`src/rtl/mem_access_sequencer_if.sv`:
```
// Bus bundle between the two requesters, the sequencer and the register bank / RAM.
// The master side is the requesters plus the memory-side data returns. The slave side is the sequencer.
interface mem_access_sequencer_if #(
    parameter int AW = 12,
    parameter int DW = 16
);
    logic          req0;
    logic          we0;
    logic [AW-1:0] addr0;
    logic [DW-1:0] wdata0;
    logic          req1;
    logic          we1;
    logic [AW-1:0] addr1;
    logic [DW-1:0] wdata1;
    logic          ack0;
    logic          ack1;
    logic [DW-1:0] rdata;
    logic [AW-1:0] add;
    logic [DW-1:0] wdata;
    logic          reg_we;
    logic [DW-1:0] reg_rdata;
    logic          ram_en;
    logic          ram_we;
    logic [DW-1:0] ram_rdata;
    logic          busy;

    modport master (
        output req0, we0, addr0, wdata0,
        output req1, we1, addr1, wdata1,
        output reg_rdata, ram_rdata,
        input  ack0, ack1, rdata, add, wdata, reg_we, ram_en, ram_we, busy
    );

    modport slave (
        input  req0, we0, addr0, wdata0,
        input  req1, we1, addr1, wdata1,
        input  reg_rdata, ram_rdata,
        output ack0, ack1, rdata, add, wdata, reg_we, ram_en, ram_we, busy
    );
endinterface

```
`src/rtl/mem_access_sequencer.sv`:
```
// Two-port round-robin memory access sequencer. Port 0 is instruction fetch and port 1 is data.
// Addresses below REG_COUNT complete in one cycle through the register bank.
// All other addresses go to RAM and take RAM_WAIT+1 cycles.
// Every output is registered. An ACK pulse follows each access for one cycle in the DONE state.
module mem_access_sequencer #(
    parameter int AW        = 12,
    parameter int DW        = 16,
    parameter int REG_COUNT = 12,
    parameter int RAM_WAIT  = 2
) (
    input  logic                  clk_i,
    input  logic                  rst_ni,
    mem_access_sequencer_if.slave bus
);

    typedef enum logic [1:0] {S_IDLE, S_REG, S_RAM, S_DONE} state_t;

    localparam logic [AW-1:0] REG_LIMIT = AW'(REG_COUNT);
    localparam logic [3:0]    WAIT_INIT = 4'(RAM_WAIT);

    state_t        state_q;
    logic          last_q;
    logic          port_q;
    logic          we_q;
    logic [3:0]    wcnt_q;
    logic [AW-1:0] add_q;
    logic [DW-1:0] wdata_q;
    logic [DW-1:0] rdata_q;
    logic          ack0_q;
    logic          ack1_q;
    logic          reg_we_q;
    logic          ram_en_q;
    logic          ram_we_q;
    logic          busy_q;

    logic          gnt_vld_d;
    logic          gnt_port_d;
    logic [AW-1:0] gnt_addr_d;
    logic          gnt_we_d;
    logic [DW-1:0] gnt_wdata_d;
    logic          gnt_is_reg_d;

    // Round-robin pick: on a tie, the port that did not win last time is granted.
    always_comb begin
        gnt_vld_d = bus.req0 | bus.req1;
        if (bus.req0 && bus.req1) begin
            gnt_port_d = ~last_q;
        end else begin
            gnt_port_d = bus.req1;
        end
        gnt_addr_d   = gnt_port_d ? bus.addr1  : bus.addr0;
        gnt_we_d     = gnt_port_d ? bus.we1    : bus.we0;
        gnt_wdata_d  = gnt_port_d ? bus.wdata1 : bus.wdata0;
        gnt_is_reg_d = (gnt_addr_d < REG_LIMIT);
    end

    // Access FSM with registered strobes. Reset abandons any access in flight.
    always_ff @(posedge clk_i or negedge rst_ni) begin
        if (!rst_ni) begin
            state_q  <= S_IDLE;
            last_q   <= 1'b1;
            port_q   <= 1'b0;
            we_q     <= 1'b0;
            wcnt_q   <= '0;
            add_q    <= '0;
            wdata_q  <= '0;
            rdata_q  <= '0;
            ack0_q   <= 1'b0;
            ack1_q   <= 1'b0;
            reg_we_q <= 1'b0;
            ram_en_q <= 1'b0;
            ram_we_q <= 1'b0;
            busy_q   <= 1'b0;
        end else begin
            ack0_q   <= 1'b0;
            ack1_q   <= 1'b0;
            reg_we_q <= 1'b0;
            case (state_q)
                S_IDLE: begin
                    if (gnt_vld_d) begin
                        port_q  <= gnt_port_d;
                        we_q    <= gnt_we_d;
                        add_q   <= gnt_addr_d;
                        wdata_q <= gnt_wdata_d;
                        wcnt_q  <= WAIT_INIT;
                        busy_q  <= 1'b1;
                        if (gnt_is_reg_d) begin
                            state_q  <= S_REG;
                            reg_we_q <= gnt_we_d;
                        end else begin
                            state_q  <= S_RAM;
                            ram_en_q <= 1'b1;
                            ram_we_q <= gnt_we_d;
                        end
                    end
                end
                S_REG: begin
                    if (!we_q) begin
                        rdata_q <= bus.reg_rdata;
                    end
                    ack0_q  <= ~port_q;
                    ack1_q  <= port_q;
                    state_q <= S_DONE;
                end
                S_RAM: begin
                    if (wcnt_q == 4'd0) begin
                        if (!we_q) begin
                            rdata_q <= bus.ram_rdata;
                        end
                        ram_en_q <= 1'b0;
                        ram_we_q <= 1'b0;
                        ack0_q   <= ~port_q;
                        ack1_q   <= port_q;
                        state_q  <= S_DONE;
                    end else begin
                        wcnt_q <= wcnt_q - 4'd1;
                    end
                end
                S_DONE: begin
                    last_q  <= port_q;
                    busy_q  <= 1'b0;
                    state_q <= S_IDLE;
                end
                default: begin
                    state_q <= S_IDLE;
                end
            endcase
        end
    end

    assign bus.ack0   = ack0_q;
    assign bus.ack1   = ack1_q;
    assign bus.rdata  = rdata_q;
    assign bus.add    = add_q;
    assign bus.wdata  = wdata_q;
    assign bus.reg_we = reg_we_q;
    assign bus.ram_en = ram_en_q;
    assign bus.ram_we = ram_we_q;
    assign bus.busy   = busy_q;

endmodule
```
`src/flat_wrapper.sv`:
```
// flat-port wrapper written by rule: the top's interface ports become plain ports
module mem_access_sequencer_flat 
#(
    parameter int AW        = 12,
    parameter int DW        = 16,
    parameter int REG_COUNT = 12,
    parameter int RAM_WAIT  = 2
)
  (clk_i, rst_ni, bus_req0, bus_we0, bus_addr0, bus_wdata0, bus_req1, bus_we1, bus_addr1, bus_wdata1, bus_reg_rdata, bus_ram_rdata, bus_ack0, bus_ack1, bus_rdata, bus_add, bus_wdata, bus_reg_we, bus_ram_en, bus_ram_we, bus_busy);
  mem_access_sequencer_if #(.AW(AW), .DW(DW)) bus_i ();
  input  logic clk_i;
  input  logic rst_ni;
  input wire logic [$bits(bus_i.req0)-1:0] bus_req0;
  input wire logic [$bits(bus_i.we0)-1:0] bus_we0;
  input wire logic [$bits(bus_i.addr0)-1:0] bus_addr0;
  input wire logic [$bits(bus_i.wdata0)-1:0] bus_wdata0;
  input wire logic [$bits(bus_i.req1)-1:0] bus_req1;
  input wire logic [$bits(bus_i.we1)-1:0] bus_we1;
  input wire logic [$bits(bus_i.addr1)-1:0] bus_addr1;
  input wire logic [$bits(bus_i.wdata1)-1:0] bus_wdata1;
  input wire logic [$bits(bus_i.reg_rdata)-1:0] bus_reg_rdata;
  input wire logic [$bits(bus_i.ram_rdata)-1:0] bus_ram_rdata;
  output wire logic [$bits(bus_i.ack0)-1:0] bus_ack0;
  output wire logic [$bits(bus_i.ack1)-1:0] bus_ack1;
  output wire logic [$bits(bus_i.rdata)-1:0] bus_rdata;
  output wire logic [$bits(bus_i.add)-1:0] bus_add;
  output wire logic [$bits(bus_i.wdata)-1:0] bus_wdata;
  output wire logic [$bits(bus_i.reg_we)-1:0] bus_reg_we;
  output wire logic [$bits(bus_i.ram_en)-1:0] bus_ram_en;
  output wire logic [$bits(bus_i.ram_we)-1:0] bus_ram_we;
  output wire logic [$bits(bus_i.busy)-1:0] bus_busy;
  assign bus_i.req0 = bus_req0;
  assign bus_i.we0 = bus_we0;
  assign bus_i.addr0 = bus_addr0;
  assign bus_i.wdata0 = bus_wdata0;
  assign bus_i.req1 = bus_req1;
  assign bus_i.we1 = bus_we1;
  assign bus_i.addr1 = bus_addr1;
  assign bus_i.wdata1 = bus_wdata1;
  assign bus_i.reg_rdata = bus_reg_rdata;
  assign bus_i.ram_rdata = bus_ram_rdata;
  assign bus_ack0 = bus_i.ack0;
  assign bus_ack1 = bus_i.ack1;
  assign bus_rdata = bus_i.rdata;
  assign bus_add = bus_i.add;
  assign bus_wdata = bus_i.wdata;
  assign bus_reg_we = bus_i.reg_we;
  assign bus_ram_en = bus_i.ram_en;
  assign bus_ram_we = bus_i.ram_we;
  assign bus_busy = bus_i.busy;
  mem_access_sequencer #(.AW(AW), .DW(DW), .REG_COUNT(REG_COUNT), .RAM_WAIT(RAM_WAIT)) u_core (.clk_i(clk_i), .rst_ni(rst_ni), .bus(bus_i));
endmodule
```
`config.mk`:
```
export PLATFORM = sky130hd
export DESIGN_NAME = mem_access_sequencer_flat
export DESIGN_NICKNAME = d
export VERILOG_FILES = /design/src/rtl/mem_access_sequencer_if.sv /design/src/rtl/mem_access_sequencer.sv /design/src/flat_wrapper.sv
export SDC_FILE = /design/constraint.sdc
export NUM_CORES = 1
export LEC_CHECK = 0
export CAP_MARGIN = 20
export CORE_AREA = 2 2 88 90
export DETAILED_ROUTE_END_ITERATION = 8
export DIE_AREA = 0 0 90 92
export PLACE_DENSITY = 0.85
export REMOVE_ABC_BUFFERS = 1
export SLEW_MARGIN = 20
export SYNTH_ARGS = -nofsm -noshare
export SYNTH_HDL_FRONTEND = slang
export SYNTH_SLANG_ARGS = --single-unit
```
`constraint.sdc`:
```
create_clock -name clk_i -period 2.1 [get_ports clk_i]
set_clock_uncertainty 0.1 [all_clocks]
set_input_delay 0.42 -clock clk_i [delete_from_list [all_inputs] [get_ports clk_i]]
set_output_delay 0.42 -clock clk_i [all_outputs]
set_load 0.02 [all_outputs]
```
==> results of run 1 <==
## cell usage in the layout (no fill, tap or decap), drive strengths merged, types with 3 or more instances in the layout
cell	n
dlymetal6s2s	3
o21ai	47
nand2	52
a21oi	6
nor3	4
dlygate4sd2	3
clkbuf	11
ha	6
inv	7
clkdlybuf4s50	136
buf	21
o211ai	3
nand3	3
mux2i	46
nor2	3
nor3b	3
nor4	3
dfrtp	58
nand2b	3
## state kept, by name, indices dropped and copies added (netlist names)
signal	count
u_core.state_q	2
u_core.bus.ram_en	1
u_core.bus.rdata	16
u_core.bus.reg_we	1
u_core.last_q	1
u_core.wcnt_q	4
u_core.bus.busy	1
u_core.port_q	1
u_core.bus.ack0	1
u_core.bus.wdata	16
u_core.we_q	1
u_core.bus.ram_we	1
u_core.bus.ack1	1
u_core.bus.add	12
## kinds of logic after synthesis
logic type,after synthesis,synth area share [%]
mux,48,16.5
fa+ha+maj,6,2.57
buf+inv,24,3.34
flops,59,50.6
compound gates,71,13.9
simple gates,82,13.1
## report_power, final
group	switching, mW	internal, mW	total (mW)
registers	0.321	1.70	2.02
logic	1.92	1.77	3.69
clock network	0.438	0.422	0.860
total	2.68	3.89	6.57
## layer usage
metal / vias to the layer above / routed length [um] / GRT usage, %
met3: 19 / 448 / 5.01
met2: 92 / 4080 / 34.7
met4: 0 / 271 / 11.4
met1: 1296 / 3280 / 23.4
li1: 1345 / - / -
met5: - / 0 / 0
## through the flow
step	cells	area, um^2
6_report	554	4810
5_1_grt	554	4810
4_1_cts	554	4780
3_5_place_dp	537	4600
3_3_place_gp	537	4600
2_1_floorplan	273	2850
## timing repair
action	in CTS	in global routing
pin swaps	3	2
endpoints found under the setup margin	1	5
resized for setup	4	8
endpoints found under the hold margin	5	0
hold buffers	1	0
buffers inserted	1	0
## worst reg2reg max path: stages (launching register included)
cell and delay, ns:
sky130_fd_sc_hd__dfrtp_1 0.41, sky130_fd_sc_hd__inv_1 0.12, sky130_fd_sc_hd__ha_2 0.25, sky130_fd_sc_hd__nor3b_1 0.23
sky130_fd_sc_hd__buf_4 0.18, sky130_fd_sc_hd__nor3_1 0.04, sky130_fd_sc_hd__mux2_2 0.26, sky130_fd_sc_hd__a22o_1 0.22
## area by class of cell
type | instances | share of cell area, %
well taps | 102 | 2.65
repair buffers | 164 | 33.9
flip-flops and latches | 59 | 30.7
inverters | 7 | 0.547
clock inverters | 4 | 0.599
clock buffers | 11 | 2.73
multi-input cells | 207 | 28.9
## worst max path at each step
stage,slack [ns],cells past startpoint,to
6_report,0.07,5,u_core.bus.ram_en$_DFFE_PN0P_
5_1_grt,0.02,5,u_core.bus.ram_en$_DFFE_PN0P_
4_1_cts,0.04,5,u_core.bus.ram_en$_DFFE_PN0P_
3_5_place_dp,-0.40,5,u_core.bus.ram_en$_DFFE_PN0P_
3_3_place_gp,-0.36,5,u_core.bus.ram_en$_DFFE_PN0P_
2_1_floorplan,-1.73,4,u_core.bus.ram_en$_DFFE_PN0P_
==> results, run 1 <==
- The flow ran to the end, and the final reports show no timing, DRC or antenna violations.
- The average routed wire per standard cell is ~15 um.
- The congestion estimate from routability-driven global placement came to ~0.86.
- Counting distinct cell types in the post-synthesis netlist gives 39.
- For this run, asynchronously set or reset flops after synthesis account for 100%.
- The width of the chip is 90 um.
- The relative slew slack is 72.6%.
- Of all nets on the critical path, the largest fanout is 3.
- The highest clock rate is around 490 MHz.
- Across the run, the number of max-cap violations was 0.
- The setup-violating endpoint count in the final report is 0.
- In this run the power density over the cells is 1370 nW/um^2.
- The number of detailed-route iterations in the first pass is 4.
- The critical path's top delay family is compound AO/OA/AOI/OAI gates.
- The global-route usage over all layers is 20.3%.
- The startpoint identified for the worst register-to-register timing path is u_core.state_q[0]$_DFFE_PN0P_.
- The most used flip-flop cell after synthesis is sky130_fd_sc_hd__dfrtp_1.
- Counting every instance in the synthesized netlist gives 290.
- Together, buffers and inverters on the worst path number 1.
- OpenSTA, run right after detailed placement, puts the worst setup slack at -0.400 ns.
- The critical path goes through clkdlybuf4s50_1 -> or4_4 -> a2111o_1 -> and3_4 -> a211o_1.
- In this run the static leakage power is roughly 2.1 nW.
- From synthesis to final layout, the design area changed by 64.5%.
- The total clock sinks is a little under 60.
- The kind of end point of the critical path is a flop.
- The initial DRC count is 85.
- The number of global-route vias before repair is just under 3,000.
- The share of Yosys cell area claimed by the top area cell type is between 40% and 50%.
- The die area is slightly above 8000 um^2.
- The clock passes through at most 2 buffers.
- Across the VDD grid, the largest voltage drop is around 0.67 mV.
- The setup path with the least slack is of type in2reg.
- In this run the register-to-register setup slack is about 0.18 ns.
- In the post-route analysis, the smallest setup slack over all paths is ~0.073 ns.
- The startpoint type of the worst setup path is an input pin.
- The area of the placeable core is between 7000 and 8000 um^2.
- The post-route DRC violation count is 0.
- The clock tree synthesis step divided the H-tree into 3 levels.
- The clock buffer count from CTS is 9.
- In this run the worst setup path begins at bus_addr0[10].
- The clock latency of the later-clocked register in the worst-skew pair is 0.32 ns.
- The global-route wire length before repair is 13.4 mm.
- The class of the worst hold path is in2reg.
- The critical-path cell with the highest stage delay is sky130_fd_sc_hd__a2111o_1.
- For this configuration, the core starts out at a cell density of 39.2%.
- After detailed routing, the number of vias per cell comes to roughly 5.
- The number of antenna violations at the first check in global routing is 0.
- The net count of the finished layout is 548.
- For the worst setup path, the data required time is 2.21 ns.
- The final critical path takes up 96.5% of the cycle.
- For hold timing, the worst endpoint is u_core.bus.add[4]$_DFFE_PN0P_.
- Cells fill around 65% of the core in the end.
- The worst-margin pin slew is around 0.41 ns.
- The share of layout cells above drive strength 1 is between 10% and 20%.
- The flip-flop and latch count after synthesis is a little under 60.
- Measured in cells, the most critical reg-to-reg path has a length of 7.
- Setup total negative slack on the finished layout was measured at 0 ns.
- The number of hold violations in the final report is 0.
- The largest net degree at the start of global routing is 60.
- Summing internal, switching and leakage power gives 6.57 mW.
- Once detail routing completed, the nets flagged for antenna violations numbered 0.
- The startpoint identified for the worst hold timing path is bus_addr0[4].
- Clock-pin slew was measured on the worst setup and hold paths at about 0.07 ns.
- The HPWL after detailed placement is around 6 mm.
- Setup repair after global routing left no endpoint under its margin.
- The Yosys step of the flow raised 0 warnings.
- The most common cell in the netlist is sky130_fd_sc_hd__dfrtp_1.
- The count of cells along the worst hold path is 3.
- The cell area that synthesis handed to floorplanning was 2920 um^2.
- The clock tree from TritonCTS is done.
- The number of placement rows is 32.
- The final route contains roughly 2,800 vias.
- Of all cell types, the one taking the most synthesized area is sky130_fd_sc_hd__dfrtp_1.
- The number of pins with negative max-slew slack in the final report is 0.
- The worst endpoint data arrival time is between 2 and 2.5 ns.
- The clock period could shrink to about 2.0 ns.
- The number of synthesized flops with an enable pin is 0.
- The vertical die dimension is slightly above 90 um.
- For this block, the routed nets add up to 8.09 mm of wire.
- The commonest cells after synthesis are sky130_fd_sc_hd__dfrtp_1, sky130_fd_sc_hd__nand2_1, sky130_fd_sc_hd__o21ai_0.
- The aggregate global routing overflow is 0.
- Summing all multi-input logic gate instances after layout gives 1390 um^2.
- Fill cells in the final layout number 626.
- 0 antenna diodes ended up in the layout.
- By area the synthesized netlist is led by sky130_fd_sc_hd__dfrtp_1, sky130_fd_sc_hd__mux2i_1, sky130_fd_sc_hd__o21ai_0, sky130_fd_sc_hd__nand2_1, sky130_fd_sc_hd__ha_1.
- Buffers placed on the I/O ports in this run total 143.
- The cell sitting at the root of the clock tree is a sky130_fd_sc_hd__clkbuf_8.
- Across all hold checks on the routed design, the worst slack comes to around 0.36 ns.
- The delay of the slowest cell on the worst path is roughly 0.44 ns.
- A synthesized cell averages between 10 and 15 um^2.
- Pin placement for this block handled roughly 140 I/O pins.
- Summing the sequential cell areas from Yosys gives between 50% and 60% of the chip area.
- The endpoint identified for the worst register-to-register timing path is u_core.wcnt_q[2]$_DFFE_PN0P_.
- Registers take ~1500 um^2.
(Power assumes the default switching activity.)
==> run 2, diff against run 1 <==
--- a/config.mk
+++ b/config.mk
@@ -7,6 +7,7 @@
 export LEC_CHECK = 0
 export CAP_MARGIN = 20
 export CORE_AREA = 2 2 88 90
+export CTS_BUF_LIST = sky130_fd_sc_hd__clkbuf_8
 export DETAILED_ROUTE_END_ITERATION = 8
 export DIE_AREA = 0 0 90 92
 export PLACE_DENSITY = 0.85
==> results, run 2 (synthesis gave the netlist of run 1 again) <==
- The region available for standard cell placement spans about 7400 um^2.
- The vertical die dimension is a little over 90 um.
- The combinational share of power is between 50% and 60%.
- Detailed placement finished with a half-perimeter wire length of between 5 and 6 mm.
- The clock buffer count from CTS is 9.
- Walking the worst path, the cells encountered are clkdlybuf4s50_1 -> or4_4 -> a2111o_1 -> and3_4 -> a211o_1.
- The sequential share of power is a little under a third.
- Summing all non-filler instances in the final layout gives an area of 4810 um^2.
- In the global route stage, overall resource usage came out at between 20% and 30%.
- The highest clock rate is ~500 MHz.
- The average routed wire per standard cell is 14.6 um.
- The number of antenna violations at the first check in global routing was 0.
- Summed over all cells, the static leakage comes to 2.12 nW.
- The net count reported at finish is between 500 and 600.
- Setup repair after global routing left no endpoint under its margin.
- The remaining antenna violation count after routing is 0.
- The final weighted congestion in routability-driven placement is about 0.86.
- Across the run, the number of max-cap violations was 0.
- Along the worst path, the maximum fanout reaches 3.
- The kind of end point of the critical path is a flop.
- Overall power consumption after layout is estimated at 6.57 mW.
- For this block, the initial DRC count from the detailed router was 85.
- The count of H-tree levels built during CTS is 3.
- The switching share of power is 40.9%.
- The share of layout cells above drive strength 1 is 10.8%.
- The clock tree from TritonCTS is done.
- The final critical path takes up between 90% and 100% of the cycle.
- During I/O placement, the number of pins put on the boundary was between 100 and 150.
- The number of placement rows is 32.
- The worst-margin pin slew is between 0.4 and 0.5 ns.
- The placed standard-cell area is around 4600 um^2.
- The detailed router placed 2,747 vias in this run.
- STA puts the critical path data required time at approximately 2.2 ns.
- During placement, the flow inserted port buffers numbering 143.
- In the layout the commonest cells are sky130_fd_sc_hd__clkdlybuf4s50_1, sky130_fd_sc_hd__dfrtp_1, sky130_fd_sc_hd__nand2_1.
- In the routed design, unresolved DRC markers number 0.
- For this design the total switching power over the nets is 2.69 mW.
- VDD sags by at most between 0.6 and 0.7 mV.
- The number of pins with negative max-slew slack in the final report came to 0.
- The critical-path cell with the highest stage delay is sky130_fd_sc_hd__a2111o_1.
- For this run the aggregate overflow at the end of global routing stands at 0.
- The post-CTS clock slew at the launch and capture registers of the worst setup and hold paths is 0.07 ns.
- The die area is around 8300 um^2.
- The number of hold violations in the final report came to 0.
- The number of global-route vias before repair is about 2,900.
- Entering global routing, the biggest net connects 60 pins.
- Relative to the synthesized area, the layout overhead comes to 64.5%.
- The worst setup path is launched from an input pin.
- The min-delay analysis places its worst path in the category in2reg.
- Clock tree synthesis found a total of 59 sinks.
- Before antenna repair, the detailed router went through 4 iterations.
- The routed wire length is slightly above 8 mm.
- The maximum clock path buffer count is 2.
- Internal power comes to 3.88 mW.
- The global-route wire length before repair is approximately 13 mm.
- The relative slew slack is roughly 73%.
- The root buffer cell chosen for the clock tree is sky130_fd_sc_hd__clkbuf_8.
- After layout, the minimum clock period comes to roughly 2.0 ns.
- The proportion of power drawn by the clock network is a little over an eighth.
- The initial core utilization is roughly two fifths.
- In this run the power density over the cells is around 1400 nW/um^2.
- The delay of the slowest cell on the worst path is 0.44 ns.
- Hold is met by ~0.36 ns.
- The width of the chip is ~90 um.
- The run finished with clean final reports.
- The clock latency of the later-clocked register in the worst-skew pair is about 0.33 ns.
- By startpoint and endpoint, the worst setup path is classified as in2reg.
- The library cell used most frequently in the layout, excluding fill and tap cells, is sky130_fd_sc_hd__clkdlybuf4s50_1.
- Setup violations remaining at the end of the flow were counted as 0.
- The number of antenna diodes in the final layout is 0.
- The worst endpoint data arrival time is 2.14 ns.
- Measured on the finished design, the core utilization comes to between 60% and 70%.
- After detailed routing, the number of vias per cell comes to between 4 and 5.
run 2: final timing paths:
path                                          startpoint                                to  slack [ns]  cells after the start
max                                        bus_addr0[10]     u_core.bus.ram_en$_DFFE_PN0P_        0.07                      5
min                                         bus_addr0[4]     u_core.bus.add[4]$_DFFE_PN0P_        0.36                      3
max reg2reg                u_core.state_q[0]$_DFFE_PN0P_      u_core.wcnt_q[2]$_DFFE_PN0P_        0.18                      7
min reg2reg                u_core.bus.add[3]$_DFFE_PN0P_     u_core.bus.add[3]$_DFFE_PN0P_        0.38                      2
max in group asynchronous                         rst_ni         u_core.last_q$_DFFE_PN1P_        1.08                      3
min in group asynchronous                         rst_ni  u_core.bus.wdata[10]$_DFFE_PN0P_        0.53                      3
run 2: power by group through the flow:
stage / registers, mW / clock network (mW) / logic (mW)
3_3_place_gp: 2.01 / 0 / 3.58
6_report: 2.02 / 0.854 / 3.69
2_1_floorplan: 2.55 / 0 / 1.47
5_1_grt: 2.09 / 0.930 / 4.05
4_1_cts: 2.02 / 0.881 / 3.70
3_5_place_dp: 2.04 / 0 / 3.70
run 2: metrics by stage:
stage / setup TNS [ns] / setup slack (ns) / std cells
2_1_floorplan: -62.46 / -1.73 / 273
3_3_place_gp: -1.38 / -0.360 / 537
3_5_place_dp: -1.62 / -0.400 / 537
4_1_cts: 0 / 0.0417 / 554
5_1_grt: 0 / 0.0165 / 554
6_report: 0 / 0.0729 / 554
run 2: worst max-delay path, delay by kind of cell:
family	cells	cell delay (ns)
compound gates	2	0.69
buf+inv	1	0.42
simple gates	2	0.61
run 2: metal layers:
metal / vias to the layer above / wire [um] / track usage, % / part of all wire [%]
li1: 1345 / - / - / -
met1: 1291 / 3270 / 23.4 / 40
met2: 92 / 4090 / 34.7 / 51
met3: 19 / 448 / 5.01 / 5.5
met4: 0 / 271 / 11.4 / 3.4
met5: - / 0 / 0 / 0
run 2: cell type report:
type | count | area, um^2
fillers | 626 | 2640
repair buffers | 164 | 1630
flip-flops and latches | 59 | 1480
multi-input cells | 207 | 1390
well taps | 102 | 128
clock buffers | 9 | 124
clock inverters | 6 | 36.3
inverters | 7 | 26.3
run 2: what timing repair did:
| item | CTS | global route |
|---|---|---|
| pin swaps | 3 | 2 |
| buffers inserted | 1 | 0 |
| setup endpoints to repair | 1 | 5 |
| gates resized for setup | 4 | 8 |
| hold buffers | 1 | 0 |
| hold endpoints to repair | 5 | 0 |
==> RTL change 1 (flow settings as in run 2) <==
`DW` is set to 16 in 3 places; all go to 12.
--- a/src/rtl/mem_access_sequencer_if.sv
+++ b/src/rtl/mem_access_sequencer_if.sv
@@ -3,5 +3,5 @@
 interface mem_access_sequencer_if #(
     parameter int AW = 12,
-    parameter int DW = 16
+    parameter int DW = 12
 );
     logic          req0;
--- a/src/rtl/mem_access_sequencer.sv
+++ b/src/rtl/mem_access_sequencer.sv
@@ -5,5 +5,5 @@
 module mem_access_sequencer #(
     parameter int AW        = 12,
-    parameter int DW        = 16,
+    parameter int DW        = 12,
     parameter int REG_COUNT = 12,
     parameter int RAM_WAIT  = 2
--- a/src/flat_wrapper.sv
+++ b/src/flat_wrapper.sv
@@ -3,5 +3,5 @@
 #(
     parameter int AW        = 12,
-    parameter int DW        = 16,
+    parameter int DW        = 12,
     parameter int REG_COUNT = 12,
     parameter int RAM_WAIT  = 2
Interface: changed (6 resized); port bits go from 144 to 120. No check against the original RTL was run, so the function may have changed too.
==> RTL change 1 against run 2 <==
Core utilization is 9.7 points lower. Power is 16% lower. Sequential cell count is 8 lower. Clock power is 19% lower. Synthesized area is 12% lower. Critical path depth is 2 higher. Design area is 15% lower. Global-route usage is 3.8 points lower. Wire length is 15% lower. Worst setup slack better by 0.062 ns. Critical path type is now reg2reg. Largest power group unchanged. Highest routed layer unchanged.
==> RTL change 1: results <==
group,metric,value,unit
finish,final_layout_size_suffix_gt1_share,9.14,%
detailed_routing,vias,2383,
global_routing,grt_pass1_wl,11200,um
place,dpl.hpwl,5190,um
detailed_routing,routedLengthMet1,2810,um
clock_network,clk-insertion-delay-late,0.31,ns
power_and_ir_drop,p_int,3.22,mW
worst_setup_path,critical_path_class,"reg2reg",
detailed_routing,drtIter0Drc,88,
timing,timing.final.crit_share,93.6,%
place,place_area,0.00394,mm2
finish,nNetsFinal,477,
finish,fillerInstances,667,
worst_setup_path,critical-path-top-delay-family,"simple AND/OR/NAND/NOR gates",
finish,multiInputGateArea,0.00120,mm2
clock_network,htree_levels,2,
detailed_routing,wl_met2,3510,um
global_routing,grt_usage,16.6,%
yosys,syn_inst,264,
place,dp_cells,486,
detailed_routing,met3_length,417,um
power_and_ir_drop,combinationalPower,3.07,mW
yosys,ys_seq_area_share,49.8,%
place,gp_routability_congestion,0.746,
clock_network,cts_resized,1,
clock_network,path_clk_slew,0.09,ns
place,io_buffers,119,
power_and_ir_drop,clockPowerShare,12.6,%
power_and_ir_drop,p_leak,1.82,nW
power_and_ir_drop,pwr-share-comb,55.6,%
worst_setup_path,setup.worst_path.end,"u_core.bus.rdata[4]$_DFFE_PN0P_",
min_path,hold_path.class,"reg2reg",
detailed_routing,post_drt_wl_per_cell,13.9,um
clock_network,cts_setup_buffers,0,
global_routing,grt_max_degree,36,
worst_setup_path,rrSetupSlack,0.14,ns
worst_setup_path,timing.critical_path.slowest_stage_cell,"dfrtp_1",
worst_setup_path,r2r_start,"u_core.wcnt_q[0]$_DFFE_PN0P_",
finish,final_cells,496,
status,outcome,"complete, no violations",
yosys,ys_top_cells_by_count,"dfrtp_1 (50), nand2_1 (49), mux2i_1 (37), o21ai_0 (32), o21ai_1 (12)",
place,place_ws,-0.0820,ns
RTL change 1: changes by cell type after synthesis, moves of 8 or more:
| cell | change |
|---|---|
| dfrtp_1 | -8 |
| nor2_1 | +8 |
| mux2i_1 | -9 |
| o21ai_1 | +12 |
| o21ai_0 | -15 |
RTL change 1: worst min-delay path by stage:
stage / from / cells past startpoint / to / slack, ns
finish: u_core.bus.wdata[1]$_DFFE_PN0P_ / 2 / u_core.bus.wdata[1]$_DFFE_PN0P_ / 0.38
detailed placement: rst_ni / 1 / u_core.bus.add[4]$_DFFE_PN0P_ / 0.30
global route: u_core.bus.add[5]$_DFFE_PN0P_ / 2 / u_core.bus.add[5]$_DFFE_PN0P_ / 0.42
global placement: rst_ni / 1 / u_core.bus.add[4]$_DFFE_PN0P_ / 0.29
floorplan: rst_ni / 0 / u_core.bus.ack0$_DFF_PN0_ / 0.02
CTS: u_core.bus.wdata[2]$_DFFE_PN0P_ / 2 / u_core.bus.wdata[2]$_DFFE_PN0P_ / 0.39
RTL change 1: cell families after synthesis:
logic type | count (synthesis) | share of synthesized area (%)
AND/OR/NAND/NOR | 80 | 13.9
AO/OA/AOI/OAI | 63 | 14.2
flip-flops | 51 | 49.8
multiplexers | 38 | 14.9
buffers and inverters | 26 | 4.34
adder cells (fa/ha/maj) | 6 | 2.92
RTL change 1: metal layers:
layer	track usage [%]	vias up
li1	-	1179
met1	19.1	1118
met2	29.2	73
met3	4.60	13
met4	6.41	0
met5	0	-
RTL change 1: cell type report:
class	instances	area share [%]
timing repair buffer	137	32.4
sequential	51	31.3
multi-input combinational	188	29.5
tap	102	3.13
clock buffer	5	1.69
clock inverter	3	1.07
inverter	10	0.920
==> RTL change 2 (config.mk and constraints of run 2) <==
Made on the original files. Reset style: synchronous (`rst_ni`), changed in one clocked block.
--- a/src/rtl/mem_access_sequencer.sv
+++ b/src/rtl/mem_access_sequencer.sv
@@ -56,5 +56,5 @@
 
     // Access FSM with registered strobes. Reset abandons any access in flight.
-    always_ff @(posedge clk_i or negedge rst_ni) begin
+    always_ff @(posedge clk_i) begin
         if (!rst_ni) begin
             state_q  <= S_IDLE;
Check against the original RTL: differs if rst_ni is asserted again (counterexample within 4 cycles, from zero or initial values and one cycle with rst_ni low); with rst_ni held inactive, the same outputs for 10 cycles.
==> RTL change 2 against run 2 <==
Design area decreased by 3.8%. Global-route usage is 1.7 points lower. Die area is the same. Critical endpoint is now u_core.bus.ram_we$_SDFFE_PN0P_. Power fell by 7.7%. Sequential cell count stayed put. Maximum frequency up 0.66%. Worst setup slack better by 0.013 ns. Synthesized area shrank 4.3%. Synthesized cell count fell by 0.69%. Wire length decreased by 3.3%.
==> RTL change 2: results <==
group,metric,value,unit
status,outcome,"complete, no violations",
yosys,synthMuxAreaShare,17.0,%
global_routing,grt_pass1_wl,12500,um
global_routing,grt_pass1_vias,2774,
worst_setup_path,r2r_start,"u_core.state_q[1]$_SDFFE_PN0P_",
yosys,ys_top_cells_by_count,"dfxtp_1 (59), nand2_1 (55), mux2i_1 (46), o211a_1 (45), nor2_1 (15)",
yosys,ys_types,33,
place,place_area,0.00444,mm2
finish,fillerInstances,625,
place,gp_routability_congestion,0.834,
worst_setup_path,critPathLaunchType,"flop",
power_and_ir_drop,p_leak,2.19,nW
finish,final_layout_size_suffix_gt1_share,8.37,%
finish,final_cells,544,
yosys,synth-xor-area-share,0.939,%
finish,seq_area,0.00118,mm2
timing,fin_hold_ws,0.274,ns
global_routing,grt_usage,18.6,%
detailed_routing,vias_per_cell,4.95,
worst_setup_path,max_stage_delay,0.52,ns
clock_network,cts.path.max_buffers,2,
timing,max_slew_margin,69.8,%
global_routing,grt_max_degree,40,
yosys,syn_inst,288,
yosys,synthArstFlopShare,0,%
worst_setup_path,timing.critical_path.slowest_stage_cell,"or4_1",
worst_setup_path,cp_max_fo,4,
worst_setup_path,worst_ep_arrival_time,2.17,ns
min_path,min_from,"rst_ni",
place,place_ws,-0.198,ns
yosys,synth-compound-area-share,20.2,%
worst_setup_path,rrSetupSlack,0.09,ns
yosys,yosys.area_share.adder,2.24,%
place,dp_cells,528,
finish,nNetsFinal,537,
yosys,ys_seq_area_share,42.2,%
power_and_ir_drop,peakVddDrop,0.000629,V
timing,max_freq,497,MHz
detailed_routing,drtIter0Drc,103,
detailed_routing,finalWirelength,7820,um
place,dpl.hpwl,5890,um
yosys,synthTopCellsByArea,"dfxtp_1 (42%), mux2i_1 (16%), o211a_1 (16%)",
## RTL change 2: cell families (layout without fill, tap and decap cells)
group / Yosys count / count (layout)
AND/OR/NAND/NOR: 87 / 87
AO/OA/AOI/OAI: 60 / 60
flip-flops: 59 / 59
multiplexers: 47 / 47
buffers and inverters: 27 / 181
adder cells (fa/ha/maj): 5 / 5
XOR/XNOR: 3 / 3
## RTL change 2: cell type report
cell class	count	area share, %
clock buffers	12	3.57
clock inverters	3	0.298
well taps	102	2.76
repair buffers	159	34.5
multi-input cells	202	32.7
flip-flops and latches	59	25.6
inverters	7	0.568
## RTL change 2: worst max-delay path: cells and delay by family, from the launching register on
| kind | cells | cell delay, ns |
|---|---|---|
| simple gates | 3 | 1.05 |
| flops | 1 | 0.40 |
| fa+ha+maj | 1 | 0.21 |
| buf+inv | 1 | 0.09 |
| compound gates | 1 | 0.09 |
## RTL change 2: per-layer routing
layer | vias up | global-route usage (%) | routed length (um)
met2 | 87 | 34.3 | 4070
met1 | 1243 | 18.9 | 3000
met4 | 0 | 10.9 | 311
met5 | - | 0 | 0
met3 | 31 | 4.93 | 442
li1 | 1332 | - | -
## RTL change 2: worst paths after layout
kind,endpoint,cells past startpoint
worst min-delay path,u_core.bus.add[3]$_SDFFE_PN0P_,2
worst max-delay path,u_core.bus.ram_we$_SDFFE_PN0P_,6
worst min register to register,u_core.bus.ack0$_SDFF_PN0_,1
worst max register to register,u_core.bus.ram_we$_SDFFE_PN0P_,6
## RTL change 2: timing repair
item	CTS	global route
endpoints found under the setup margin	0	2
buffers inserted	0	1
gates resized for setup	0	1
## RTL change 2: power by group
group	switching, mW	internal (mW)	leakage, nW	total, mW
clock	0.428	0.510	0.0994	0.938
sequential	0.245	1.57	0.488	1.81
combinational	1.66	1.65	1.60	3.31
